### src/rtl/mult_lane_dispatcher.sv
// Round-robin polynomial switch between p/u sources, NUM_LANES multiplier lanes and the z sink.
module mult_lane_dispatcher #(
    parameter int unsigned NUM_LANES = 4,
    parameter int unsigned N         = 16,
    parameter int unsigned QW        = 64,
    parameter int unsigned UW        = 1,
    localparam int unsigned LW       = $clog2(NUM_LANES)
) (
    input  logic                            clk,
    input  logic                            s_rst,
    input  logic [QW-1:0]                   p_data,
    input  logic                            p_vld,
    input  logic                            p_last,
    output logic                            p_rdy,
    input  logic [UW-1:0]                   u_data,
    input  logic                            u_vld,
    input  logic                            u_last,
    output logic                            u_rdy,
    output logic [NUM_LANES-1:0][QW-1:0]    lp_data,
    output logic [NUM_LANES-1:0]            lp_vld,
    output logic [NUM_LANES-1:0]            lp_last,
    input  logic [NUM_LANES-1:0]            lp_rdy,
    output logic [NUM_LANES-1:0][UW-1:0]    lu_data,
    output logic [NUM_LANES-1:0]            lu_vld,
    output logic [NUM_LANES-1:0]            lu_last,
    input  logic [NUM_LANES-1:0]            lu_rdy,
    input  logic [NUM_LANES-1:0][QW-1:0]    lz_data,
    input  logic [NUM_LANES-1:0]            lz_vld,
    input  logic [NUM_LANES-1:0]            lz_last,
    output logic [NUM_LANES-1:0]            lz_rdy,
    output logic [QW-1:0]                   z_data,
    output logic                            z_vld,
    output logic                            z_last,
    input  logic                            z_rdy,
    output logic [LW:0]                     outstanding,
    output logic                            err_len
);

    localparam int unsigned CW = (N > 1) ? $clog2(N) : 1;
    localparam int unsigned OW = LW + 1;
    localparam logic [LW-1:0] LAST_LANE = LW'(NUM_LANES - 1);
    localparam logic [CW-1:0] LAST_BEAT = CW'(N - 1);
    localparam logic [OW-1:0] MAX_OUT   = OW'(NUM_LANES);

    logic [LW-1:0] sel_p, sel_u, sel_z;
    logic [CW-1:0] cnt_p, cnt_u;
    logic          p_block;
    logic          p_fire, u_fire, lz_fire, z_fire;
    logic          p_len_bad, u_len_bad;
    logic          o_inc, o_dec, z_under;
    logic          h_vld, t_vld, h_last, t_last;
    logic [QW-1:0] h_data, t_data;
    logic          skid_can_accept;

    assign z_vld  = h_vld;
    assign z_data = h_data;
    assign z_last = h_last;

    // Steer p/u to the selected lane; a blocked p packet start is hidden from the lane as well,
    // so a lane never takes a beat that upstream has not handed over.
    always_comb begin
        lp_data = '0;
        lp_vld  = '0;
        lp_last = '0;
        lu_data = '0;
        lu_vld  = '0;
        lu_last = '0;
        lz_rdy  = '0;
        skid_can_accept = ~t_vld;
        p_block = (cnt_p == '0) && (outstanding == MAX_OUT);
        p_rdy   = lp_rdy[sel_p] & ~p_block;
        u_rdy   = lu_rdy[sel_u];
        for (int i = 0; i < NUM_LANES; i++) begin
            lp_data[i] = p_data;
            lp_vld[i]  = p_vld & ~p_block & (sel_p == LW'(i));
            lp_last[i] = p_last & lp_vld[i];
            lu_data[i] = u_data;
            lu_vld[i]  = u_vld & (sel_u == LW'(i));
            lu_last[i] = u_last & lu_vld[i];
            lz_rdy[i]  = skid_can_accept & (sel_z == LW'(i));
        end
    end

    // Handshake, length-error and occupancy events for this cycle.
    always_comb begin
        p_fire    = p_vld & p_rdy;
        u_fire    = u_vld & u_rdy;
        lz_fire   = lz_vld[sel_z] & skid_can_accept;
        z_fire    = h_vld & z_rdy;
        p_len_bad = p_fire & ((p_last & (cnt_p != LAST_BEAT)) | (~p_last & (cnt_p == LAST_BEAT)));
        u_len_bad = u_fire & ((u_last & (cnt_u != LAST_BEAT)) | (~u_last & (cnt_u == LAST_BEAT)));
        o_inc     = p_fire & p_last;
        o_dec     = z_fire & h_last & (outstanding != '0);
        z_under   = z_fire & h_last & (outstanding == '0);
    end

    // Selectors, beat counters, occupancy and sticky length error.
    always_ff @(posedge clk) begin
        if (s_rst) begin
            sel_p       <= '0;
            sel_u       <= '0;
            sel_z       <= '0;
            cnt_p       <= '0;
            cnt_u       <= '0;
            outstanding <= '0;
            err_len     <= 1'b0;
        end else begin
            if (p_fire) begin
                if (p_last) begin
                    cnt_p <= '0;
                    sel_p <= (sel_p == LAST_LANE) ? '0 : sel_p + LW'(1);
                end else if (cnt_p != LAST_BEAT) begin
                    cnt_p <= cnt_p + CW'(1);
                end
            end
            if (u_fire) begin
                if (u_last) begin
                    cnt_u <= '0;
                    sel_u <= (sel_u == LAST_LANE) ? '0 : sel_u + LW'(1);
                end else if (cnt_u != LAST_BEAT) begin
                    cnt_u <= cnt_u + CW'(1);
                end
            end
            if (lz_fire && lz_last[sel_z]) begin
                sel_z <= (sel_z == LAST_LANE) ? '0 : sel_z + LW'(1);
            end
            if (o_inc && !o_dec && (outstanding != MAX_OUT)) begin
                outstanding <= outstanding + OW'(1);
            end else if (o_dec && !o_inc) begin
                outstanding <= outstanding - OW'(1);
            end
            err_len <= err_len | p_len_bad | u_len_bad | z_under;
        end
    end

    // Two-entry skid: head drives z, tail absorbs one beat while z is stalled.
    always_ff @(posedge clk) begin
        if (s_rst) begin
            h_vld  <= 1'b0;
            h_data <= '0;
            h_last <= 1'b0;
            t_vld  <= 1'b0;
            t_data <= '0;
            t_last <= 1'b0;
        end else if (t_vld) begin
            if (z_fire) begin
                h_data <= t_data;
                h_last <= t_last;
                t_vld  <= 1'b0;
            end
        end else if (h_vld && !z_fire) begin
            if (lz_fire) begin
                t_vld  <= 1'b1;
                t_data <= lz_data[sel_z];
                t_last <= lz_last[sel_z];
            end
        end else begin
            h_vld <= lz_fire;
            if (lz_fire) begin
                h_data <= lz_data[sel_z];
                h_last <= lz_last[sel_z];
            end
        end
    end

endmodule

### config.mk
export PLATFORM = sky130hd
export DESIGN_NAME = mult_lane_dispatcher
export DESIGN_NICKNAME = d
export VERILOG_FILES = /design/src/rtl/mult_lane_dispatcher.sv
export SDC_FILE = /design/constraint.sdc
export NUM_CORES = 1
export LEC_CHECK = 0
export ABC_AREA = 1
export CELL_PAD_IN_SITES_DETAIL_PLACEMENT = 1
export CELL_PAD_IN_SITES_GLOBAL_PLACEMENT = 2
export CORE_AREA = 8 8 266 268
export DETAILED_ROUTE_END_ITERATION = 10
export DIE_AREA = 0 0 274 276
export PLACE_DENSITY_LB_ADDON = 0.15
export SLEW_MARGIN = 20
export SYNTH_ARGS = -nofsm -noshare
export SYNTH_HDL_FRONTEND = slang
export SYNTH_SLANG_ARGS = --single-unit
### constraint.sdc
create_clock -name clk -period 4.29 [get_ports clk]
set_input_delay 1.287 -clock clk [delete_from_list [all_inputs] [get_ports clk]]
set_output_delay 1.287 -clock clk [all_outputs]
set_load 0.02 [all_outputs]
# ---- Word level (Yosys, flattened, before mapping)
# Index checks and enable logic that the tools add are counted.
# Widths: inputs -> output; s select.
dict set report totals {
  ff_bits 150
  latchBits 0
  ram_bits 0
  romBits 0
  input_bits 344
  n_memories 0
}
dict set report classes {
  n_addsub 7
  mul 0
  n_div 0
  order_cmp 3
  n_eq_ne 17
  shifts 0
  n_mux 31
  bitwise 46
  n_reduce_logical 26
}
# cell count
set ops {}
lappend ops {{$mux 64} 5}
lappend ops {{$bmux 64 s2} 1}
lappend ops {{$and 1x1->1} 36}
lappend ops {{$mux 4} 4}
lappend ops {{$eq 2x2->1 const B} 6}
lappend ops {{$mux 1} 12}
lappend ops {{$reduce_and 2->1} 5}
lappend ops {{$lt 2x3->1 const B} 3}
lappend ops {{$add 4x1->4 const B} 2}
lappend ops {{$bmux 1 s2} 4}
lappend ops {{$eq 4x4->1 const B} 2}
lappend ops {{$ne 4x4->1 const B} 2}
lappend ops {{$reduce_bool 2->1} 4}
lappend ops {{$add 2x1->2 const B} 3}
lappend ops {{$eq 2x1->1 const B} 3}
lappend ops {{$logic_and 1x1->1} 6}
lappend ops {{$logic_not 2->1} 3}
lappend ops {{$mux 2} 3}
lappend ops {{$mux 3} 2}
lappend ops {{$reduce_and 3->1} 2}
lappend ops {{$not 1->1} 5}
lappend ops {{$or 1x1->1} 5}
lappend ops {{$logic_not 4->1} 1}
lappend ops {{$ne 2x2->1 const B} 2}
lappend ops {{other kinds (7)} 9}

# ---- Logic depth before layout (Yosys ltp)
# Gate-level depths: netlist of the first run.
dict set report depth {
  depth_word 10
  mapped_depth 14
  ltp_nobuf 14
}

# ---- Least setup slack after synthesis of the first run
# Ideal clock, no wire load.
dict set report synth_timing {
  path_type {input port to output port}
  start {input p_last}
  end {output lp_last[0]}
  arrival_time_ns 1.871
  slack_ns 1.132
  path_stages 2
  path_cell_list {inv_1 -> nor3_1}
}
dict set report synth_between {
  elab_chain_cells 1
}
# element line_no
set synth_lines {}
lappend synth_lines {{from (decl)} 13} ;# input logic p_last,
lappend synth_lines {{$and 1x1->1} 76} ;# lp_last[i] = p_last & lp_vld[i];
lappend synth_lines {{to (decl)} 21} ;# output logic [NUM_LANES-1:0] lp_last,
# No other way between the ends.

# ---- Worst setup path in the final report of the first run
dict set report layout_timing {
  start {input p_last}
  end {output lp_last[3]}
}
# Same word-level chain as after synthesis.

==> out/qor.txt, run 1 <==
Main synth FF type = dfxtp_1
Max Cap Viol = 0
Clock buffer depth = 2
Worst-skew pair later-pin latency = 0.48 ns
Library cells used by synthesis = 26
Crit path DAT = 2.84 ns
CTS Hold Buffers Added = 0
Area of the mapped netlist = 0.0105 mm²
Setup crit end kind = output port
Die Width = 274 µm
Drt first pass iters = 4
Clock network power share = 0.220
Cell taking the most area after synthesis = dfxtp_1
Vias in the first global route = 10,762
Status = complete, no violations
Post-CTS sizing = 0
CP Max Fanout = 6
Setup CP Type = in -> out
Period utilization = 0.961
Largest net degree at the start of global routing = 83
PD cells = 503 mW/mm²
Worst-path clk slew = 0.07 ns
Hold_ws = 0.473 ns
Wire per inst = 17.9 µm
Asr flop ratio synth = 0
R2r endpoint = z_data[55]
RSZ-0062 raised after global routing = no
Commonest cells in the netlist = 442 x nand2_1, 274 x buf_4, 158 x nor2_1, 150 x dfxtp_1, 145 x nand3_1
Hold_sp = t_last
Sequential area share after synthesis = 0.287
Comb power frac = 0.492
Post-route ant nets = 0
Slew Viols, Final = 0
Sw frac = 0.447
Post-layout net count = 2,045
Switching Power = 3060 µW
Setup Skew = 0.0105 ns
Top cells by area, synth = dfxtp_1 29%, buf_4 20%, nand2_1 16%
Reg power frac = 0.288
Area grow syn2layout = 29.8%
Mean Syn Cell Area = 6.40 µm²
Sum Neg Setup Slack = 0 ns
Post-synth top area share = 0.287
Most numerous cell in the Yosys netlist = nand2_1
EDFF count, synth = 0
Internal Power = 3780 µW
Num CTS Buffers = 17
GRT overflow = 0
Worst min path class = reg -> reg
Initial antenna violation count = 2
Worst r2r src = sel_z[0]
Total GRT Usage = 0.118
Clk root buf = clkbuf_16
Final Hold Viols = 0
Leakage power = 0.00538 µW
Residual DRC count = 0
Max Freq = 242 MHz
Startpoint Class = input port
Syn nets = 1,997
CTS tree = done
Peak VDD IR = 0.000253 V
# rows = 95
Worst slew pin tran = 0.823 ns
Mapped Cells = 1,635
Clk sink count = 150
Port buffer count = 370
Via count = 10,227
Worst Hold Path Cells = 2
Pwr Total = 6840 µW
Post-DR vias/cell = 3.98
Io pins = 696
Flops & latches, synth = 150
Reg2Reg Setup Slack = 1.52 ns
WP data required = 3.00 ns
R2R cell count = 11
Routability Congestion = 0.701
Final setup viols = 0
Yosys warns = 0
Worst Hold End = t_last
H-Tree Depth = 4
Final min period = 4.12 ns
Die ar. = 0.0756 mm²
Share of layout cells above drive strength 1 = 0.0395
Die Span Y = 276 µm
DRT iter0 DRCs = 407
Post-Route WL = 46,000 µm
Post CTS Setup Buffer Count = 0
DP Wirelength = 34,100 µm
Starting Density = 0.157
Worst slew margin = 0.451
Core ar. = 0.0666 mm²
First-pass GRT wire length = 68,400 µm
[registers in the layout, summed over array words and instances (netlist names)]
| name | cells |
|---|---|
| t_data | 64 |
| z_data | 64 |
| cnt_p | 4 |
| cnt_u | 4 |
| outstanding | 3 |
| sel_p | 2 |
| sel_u | 2 |
| sel_z | 2 |
| err_len | 1 |
| t_last | 1 |
| t_vld | 1 |
| z_last | 1 |
| z_vld | 1 |
[power groups by stage]
stage	clock (µW)	sequential [µW]	combinational, µW
finish	1500	1970	3360
CTS	1610	1980	3510
detailed placement	0	2010	3500
global route	1660	2030	3770
global placement	0	2000	3490
floorplan	0	2240	2010
[cell usage in the layout (no fill, tap or decap), types with 4 or more instances in the layout]
master / instances
o21ai_1: 88
clkinv_2: 4
nand2_1: 442
dfxtp_1: 147
nor2_1: 158
inv_1: 44
clkbuf_16: 17
nor3_1: 7
a21oi_1: 83
o21ai_0: 119
clkdlybuf4s50_1: 370
buf_12: 5
inv_6: 6
nand3_1: 145
buf_4: 15
ha_1: 17
[area by class of cell]
type / count / area (µm²)
antenna: 2 / 5.00
timing repair buffer: 390 / 3920
tap: 873 / 1090
clock inverter: 14 / 116
sequential: 150 / 3010
inverter: 51 / 199
clock buffer: 18 / 439
fill: 8074 / 53000
multi-input combinational: 1073 / 4800
[worst max-delay path, cell delays in order]
cell and delay [ns]:
clkdlybuf4s50_1 0.54, inv_1 0.14, nor3_1 0.21, clkdlybuf4s50_1 0.65
[kinds of logic after synthesis]
logic type,count (synthesis),synth area share
AOI/OAI and AO/OA,293,0.141
xor gates and xnor gates,2,0.00167
adders and majority gates,18,0.0222
buffers and inverters,412,0.255
DFF,150,0.287
and+or+nand+nor,760,0.293
[worst max path at each step]
stage                start    endpoint  slack [ns]  cells after the start
global route        p_last  lp_last[2]        0.09                      4
finish              p_last  lp_last[3]        0.17                      4
floorplan           p_last  lp_last[0]        1.13                      2
global placement    p_last  lp_last[0]        0.21                      4
detailed placement  p_last  lp_last[2]        0.18                      4
CTS                 p_last  lp_last[2]        0.18                      4
[per-layer routing]
layer	global-route usage	up-vias	share of wire
li1	-	5100	-
met1	0.138	4760	0.43
met2	0.199	279	0.48
met3	0.0404	88	0.064
met4	0.0435	0	0.028
met5	0	-	0
[stage by stage]
step	instances	setup WS (ns)	instance area [µm²]	util
final	2571	0.166	13600	0.204
after global routing	2570	0.0889	13600	0.204
after CTS	2569	0.175	13600	0.204
after detailed placement	2537	0.175	13000	0.196
after global placement	2537	0.205	13000	0.196
after floorplan	1635	1.13	10500	-
Power figures use the tool's default switching activity.
==> run 2, diff against run 1 <==
CAP_MARGIN = 20   (was not set)
SLEW_MARGIN = not set   (was 20)
==> results of run 2 <==
The final DEF is identical to that of run 1; final timing and power are the same.
==> run 3, diff against run 2 <==
ABC_CLOCK_PERIOD_IN_PS = 4290   (was not set)
==> results of run 3 <==
The final DEF is identical to that of run 1; final timing and power are the same.
